===== config.mk =====
export PLATFORM = sky130hd
export DESIGN_NAME = pipelined_barrel_shifter
export DESIGN_NICKNAME = d
export VERILOG_FILES = /design/src/rtl/pipelined_barrel_shifter.sv
export SDC_FILE = /design/constraint.sdc
export NUM_CORES = 1
export LEC_CHECK = 0
export CAP_MARGIN = 30
export CORE_MARGIN = 2
export CORE_UTILIZATION = 35
export DETAILED_ROUTE_END_ITERATION = 12
export RECOVER_POWER = 50
export SETUP_SLACK_MARGIN = 0.4
export SYNTH_ARGS = -nofsm -noshare
export SYNTH_HDL_FRONTEND = slang
export SYNTH_SLANG_ARGS = --single-unit

===== constraint.sdc =====
create_clock -name clk -period 2.3 [get_ports clk]
set_input_delay 0.69 -clock clk [delete_from_list [all_inputs] [get_ports clk]]
set_output_delay 0.69 -clock clk [all_outputs]
set_load 0.005 [all_outputs]

===== src/rtl/pipelined_barrel_shifter.sv =====
`default_nettype none
// ============================================================================
// Module   : pipelined_barrel_shifter
// Brief    : Fully pipelined WIDTH-bit barrel shifter (SLL/SRL/SRA/ROTR) with
//            log2(WIDTH) registered levels, widest shift first, and
//            valid/ready handshakes with per-stage bubble collapsing.
// Revision : 1.0 - initial release
// ============================================================================
module pipelined_barrel_shifter #(
  parameter  int WIDTH   = 32,
  localparam int SHAMT_W = $clog2(WIDTH),
  localparam int L       = SHAMT_W
) (
  input  logic               clk,
  input  logic               rst_n,
  input  logic               flush,
  input  logic               in_valid,
  output logic               in_ready,
  input  logic [WIDTH-1:0]   in_data,
  input  logic [SHAMT_W-1:0] in_shamt,
  input  logic [1:0]         in_op,
  output logic               out_valid,
  input  logic               out_ready,
  output logic [WIDTH-1:0]   out_data,
  output logic               out_zero
);

  localparam logic [1:0] C_OP_SLL = 2'b00;
  localparam logic [1:0] C_OP_SRL = 2'b01;
  localparam logic [1:0] C_OP_SRA = 2'b10;

  // Per-stage pipeline registers
  logic [L-1:0]       valid_q;
  logic [WIDTH-1:0]   data_q  [L];
  logic [SHAMT_W-1:0] shamt_q [L];
  logic [1:0]         op_q    [L];
  logic               zero_q;

  // Per-stage advance enables and next-state data
  logic [L-1:0]       w_adv;
  logic [WIDTH-1:0]   data_d  [L];

  // One shift level with a fixed distance; SRA keeps the MSB, which is the
  // original sign because earlier SRA levels never change bit WIDTH-1.
  function automatic logic [WIDTH-1:0] shift_level(
    input logic [WIDTH-1:0] d,
    input logic [1:0]       op,
    input logic             en,
    input int unsigned      amt
  );
    logic [WIDTH-1:0] r;
    r = d;
    if (en) begin
      case (op)
        C_OP_SLL: r = d << amt;
        C_OP_SRL: r = d >> amt;
        C_OP_SRA: r = $unsigned($signed(d) >>> amt);
        default:  r = (d >> amt) | (d << (WIDTH - amt));
      endcase
    end
    return r;
  endfunction

  // Advance chain: a stage may load when it is empty or its successor moves
  always_comb begin
    w_adv        = '0;
    w_adv[L-1]   = !valid_q[L-1] | out_ready;
    for (int k = L - 2; k >= 0; k--) begin
      w_adv[k] = !valid_q[k] | w_adv[k+1];
    end
  end

  // Next data for each stage: stage k applies shift 2^(L-1-k) of the op it receives
  always_comb begin
    data_d[0] = shift_level(in_data, in_op, in_shamt[L-1], 1 << (L - 1));
    for (int k = 1; k < L; k++) begin
      data_d[k] = shift_level(data_q[k-1], op_q[k-1], shamt_q[k-1][L-1-k],
                              1 << (L - 1 - k));
    end
  end

  // Stage registers: flush clears valids and wins over advance; stalled stages hold
  always_ff @(posedge clk or negedge rst_n) begin
    if (!rst_n) begin
      valid_q <= '0;
      zero_q  <= 1'b1;
      for (int k = 0; k < L; k++) begin
        data_q[k]  <= '0;
        shamt_q[k] <= '0;
        op_q[k]    <= '0;
      end
    end else if (flush) begin
      valid_q <= '0;
    end else begin
      if (w_adv[0]) begin
        valid_q[0] <= in_valid;
        data_q[0]  <= data_d[0];
        shamt_q[0] <= in_shamt;
        op_q[0]    <= in_op;
      end
      for (int k = 1; k < L; k++) begin
        if (w_adv[k]) begin
          valid_q[k] <= valid_q[k-1];
          data_q[k]  <= data_d[k];
          shamt_q[k] <= shamt_q[k-1];
          op_q[k]    <= op_q[k-1];
        end
      end
      if (w_adv[L-1]) begin
        zero_q <= (data_d[L-1] == '0);
      end
    end
  end

  // The last stage's shift amount and opcode are carried but never consumed
  logic w_unused;
  assign w_unused = ^{shamt_q[L-1], op_q[L-1]};

  assign in_ready  = w_adv[0];
  assign out_valid = valid_q[L-1];
  assign out_data  = data_q[L-1];
  assign out_zero  = zero_q;

endmodule
`default_nettype wire


Word-level counts from Yosys, hierarchy flattened
Cells that the tools add are included. Widths: inputs -> output; s select.

Add/subtract/negate cells: 0. Multiply operators: 0. Divide/modulo/power cells: 0. Order comparisons: 0. Eq/ne operators: 10. Shift-type cells: 0. Muxes and demuxes: 16. Bitwise operators: 11. Reduce and logical (&&, ||, !) cells: 21.

Operators by type and width (number): $pmux 32 s3 (5); $mux 32 (5); $logic_not 32->1 (1); $or 16x32->32 (1); $or 24x32->32 (1); $or 28x32->32 (1); $or 30x32->32 (1); $or 31x32->32 (1); $eq 2x1->1 const B (5); $eq 2x2->1 const B (5); $logic_not 2->1 (5); $reduce_and 2->1 (5); $reduce_bool 2->1 (5); $logic_not 1->1 (5); $mux 1 (5); $mux 5 (1); $or 1x1->1 (5); $not 1->1 (1).

Flip-flop bits (word level): 184. Latch bits: 0. Memory bits (writable): 0. Memory bits (read-only): 0. Bits of input ports: 44. Output and inout bits: 35. Word-level logic and storage cells: 77. Memories kept: 0.

Longest topological paths before layout
Word-level depth: 8. Depth in mapped cells: 8. Gate-level depth less buffers: 5.

Least setup slack after synthesis
No wires, ideal clock.

Kind: input port to flip-flop. Start: input out_ready. End: register op_q[4] in the netlist's numbering. Setup time: 0.125 ns. Data arrival time: 1.874 ns. Setup slack: 0.301 ns. Stages: 6. Cells stage by stage: and4b_1 clkbuf_1 or2_1 clkbuf_1 buf_2 mux2_2.

Longest elaborated chain between the ends: 4.

RTL lines: from (decl) (RTL line 23) `input logic out_ready,`; $or 1x1->1 (RTL line 67) `w_adv[L-1] = !valid_q[L-1] | out_ready;`; $or 1x1->1 (2 in a row) (RTL line 69) `w_adv[k] = !valid_q[k] | w_adv[k+1];`; $reduce_and 2->1 (no source line); to (signal, indexed assignment) (RTL line 106) `op_q[k] <= op_q[k-1];`; to (decl) (RTL line 36) `logic [1:0] op_q [L];`.

No other way between the ends. A chain may end at the register's enable or synchronous reset.

Worst setup path after layout
Start: register op_q[3] in the netlist's numbering. End: register zero_q (netlist: out_zero).

Longest elaborated chain between the ends: 4. Elaborated cells between the ends (all ways): 6. Classes of those cells: 2 x eq/ne; 2 x mux; 2 x reduce/logical.

RTL lines: $eq 2x2->1 (tied with other cells) (RTL line 54) `case (op)`; $pmux 32 s3 * (RTL line 54); $mux 32 * (RTL line 53) `if (en) begin`; $logic_not 32->1 * (RTL line 110) `zero_q <= (data_d[L-1] == '0);`; to (signal assigned) (RTL line 110); to (decl) (RTL line 37) `logic zero_q;`.

Every way passes the cells marked *; elsewhere a longest branch is shown, timed or not.

==> results.sh <==
export IMPL_final_cell_mix="nand2_1, o21ai_0, dfrtp_1"
export IMPL_met1_length_microns=11600
export IMPL_p_leak_nw=5.19
export IMPL_relSlewSlack_pct=-10.6
export IMPL_yosysWarnings=0
export IMPL_setup_violations=0
export IMPL_nets=1375
export IMPL_die_x_microns=173
export IMPL_route_met3_wl_microns=842
export IMPL_drv_slew=31
export IMPL_dp_hpwl_microns=18000
export IMPL_wl_met2_microns=11700
export IMPL_critical_path_peak_fanout=30
export IMPL_vias=8747
export IMPL_cp_slowest_cell="clkbuf_2"
export IMPL_num_fill_cells=2905
export IMPL_ys_types=43
export IMPL_postRouteWirelength_microns=24600
export IMPL_crit_chain="nor2_2, clkbuf_2, mux2i_1, a21oi_1, nand4b_1, o31ai_1"
export IMPL_syn_avg_cell_area_sq_um=7.70
export IMPL_hold_start="out_data[27]$_DFFE_PN0P_"
export IMPL_grt_usage_pct=16.8
export IMPL_final_common_cell="nand2_1"
export IMPL_htreeDepth=4
export IMPL_path_delay_family="buffers and inverters"
export IMPL_worstSetupPathType="flop to flop"
export IMPL_start_kind="flop"
export IMPL_antenna_found_initial=0
export IMPL_clock_fmax_mhz=491
export IMPL_synth_edf_count=0
export IMPL_violations="max-capacitance violations, max-slew violations"
export IMPL_hold_path_class="flop to flop"
export IMPL_numPortBuffers=78
export IMPL_dpl_worst_slack_ns=-0.399
export IMPL_total_power_mw=10.5
export IMPL_drtIter0Drc=647
export IMPL_synth_fp_nets=1347
export IMPL_drc=0
export IMPL_initial_core_util_pct=35.8
export IMPL_ioPinCount=79
export IMPL_worst_pin_slew_ns=1.66
export IMPL_first_pass_iters=6
export IMPL_gp_congestion=0.865
export IMPL_post_route_cells_drive_above_1_share_pct=9.60
export IMPL_clk_pin_slew_ns=0.08
export IMPL_path_buf_inv=1
export IMPL_synthCells=1303
export IMPL_cts_tree="built"
export IMPL_syn_to_final_growth_pct=18.1
export IMPL_synthArstFlopShare_pct=100
export IMPL_grt_start_max_net_pins=67
export IMPL_grt_pass1_wl_microns=41900
export IMPL_numClockSinks=184
export IMPL_cts_buffer_depth=2
export IMPL_powerDensity_nw_per_um2=882
export IMPL_cp_slowest_stage_delay_ns=0.51
export IMPL_cts_buffers=17
export IMPL_wire_per_inst_microns=14.3
export IMPL_synth_seq_area_share_pct=45.9
export IMPL_grt_overflow=0
export IMPL_status="finished, violations left"
export IMPL_worst_setup_path_end_kind="flop"
export IMPL_routed_via_density=5.08
export IMPL_clock_latency_ns=0.44
export IMPL_ys_ff_latch=184
export IMPL_cap_violations=1
export IMPL_std_cell_rows=61
export IMPL_hold_viol=0
export IMPL_top_layer_used="met4"
export IMPL_rsz0062_at_grt="true"
export IMPL_reg2reg_from="op_q[3]$_DFFE_PN0P_"
export IMPL_diodes=0
export IMPL_crit_path_start="op_q[3]$_DFFE_PN0P_"
export IMPL_min_period_ns=2.04
export IMPL_die_height_microns=173
export IMPL_ir_drop_mv=0.498
export IMPL_antenna_left=0
export IMPL_crit_required_ns=2.65
export IMPL_grt_pass1_vias=8229
export IMPL_layout_setup_ws_ns=0.262
export IMPL_core_area_sq_um=28000
export IMPL_synth_area_sq_um=10000
export IMPL_dieArea_sq_um=30000
export IMPL_clock_skew_ns=0.0157
export IMPL_ctsRootBufferMaster="clkbuf_16"
export IMPL_fin_crit_sh_pct=88.6
export IMPL_synth_ff_type="dfrtp_1"
export IMPL_worst_ep_arrival_time_ns=2.39
## metrics by stage
stage / instances / utilization, % / hold WS [ns] / area (sq um) / TNS [ns]
global route: 1722 / 42.3 / 0.492 / 11800 / 0
finish: 1722 / 42.3 / 0.470 / 11800 / 0
floorplan: 1303 / - / 0.394 / 10000 / 0
CTS: 1722 / 42.3 / 0.134 / 11900 / 0
detailed placement: 1679 / 40.0 / 0.463 / 11200 / -7.12
global placement: 1679 / 40.0 / 0.458 / 11200 / -7.31
## cells in the mapped netlist, drive strengths merged, types with 14 or more instances
| cell | n | area, sq um |
|---|---|---|
| nor2b | 32 | 208 |
| a21o | 14 | 105 |
| a21oi | 59 | 295 |
| buf | 65 | 388 |
| o211ai | 27 | 203 |
| dfrtp | 183 | 4580 |
| clkbuf | 72 | 270 |
| o21ai | 199 | 996 |
| mux2 | 15 | 169 |
| nand3 | 94 | 470 |
| a31oi | 19 | 119 |
| nand2 | 401 | 1510 |
| nor2 | 48 | 180 |
## logic make-up (layout without fill, tap and decap cells)
logic type,Yosys count,in the layout,share of synthesized area (%)
simple gates,606,606,25.6
compound gates,352,352,19.7
flops,184,184,45.9
buf+inv,143,184,6.78
mux,17,17,1.88
xor+xnor,1,1,0.0873
## worst reg2reg max path: stages, from the launching register on
cell and delay, ns:
dfrtp_1 0.48, nor2_2 0.18, clkbuf_2 0.51, mux2i_1 0.25
a21oi_1 0.10, nand4b_1 0.20, o31ai_1 0.24
## registers in the layout, indices dropped and copies added (netlist names)
| signal | cells |
|---|---|
| op_q | 8 |
| out_data | 32 |
| data_q | 128 |
| out_zero | 1 |
| valid_q | 5 |
| shamt_q | 10 |
## report_power, final
group | internal [mW] | switching, mW
logic | 1.22 | 1.49
clock network | 1.59 | 1.45
registers | 3.88 | 0.816
## path summary, 6_finish.rpt
check	cells past startpoint	slack, ns	to
min in group asynchronous	1	0.80	out_data[8]$_DFFE_PN0P_
setup / recovery	6	0.26	out_zero$_DFFE_PN1P_
setup reg to reg	6	0.26	out_zero$_DFFE_PN1P_
max in group asynchronous	2	0.43	data_q[155]$_DFFE_PN0P_
hold reg to reg	2	0.47	out_data[27]$_DFFE_PN0P_
hold / removal	2	0.47	out_data[27]$_DFFE_PN0P_
## repair_timing
item                       4_1_cts  5_1_grt
cloned                           0        0
pin swaps                        1        3
hold buffers                     0        0
setup buffers                   11        0
gates resized for setup         44        8
setup endpoints to repair       94       25
## per-layer routing
metal,track usage [%],vias to the layer above
met1,22.6,4063
met3,2.48,30
li1,-,4469
met2,28.0,185
met4,5.37,0
met5,0,-
## area by class of cell
| type | count | area [sq um] | area share [%] |
|---|---|---|---|
| Multi-Input combinational cell | 976 | 4780 | 40.3 |
| Tap cell | 378 | 473 | 3.99 |
| Clock buffer | 17 | 425 | 3.59 |
| Inverter | 6 | 22.5 | 0.190 |
| Timing Repair Buffer | 146 | 1350 | 11.4 |
| Sequential cell | 184 | 4610 | 38.9 |
| Clock inverter | 15 | 198 | 1.67 |
No activity file was read; power rests on OpenSTA's default activity.
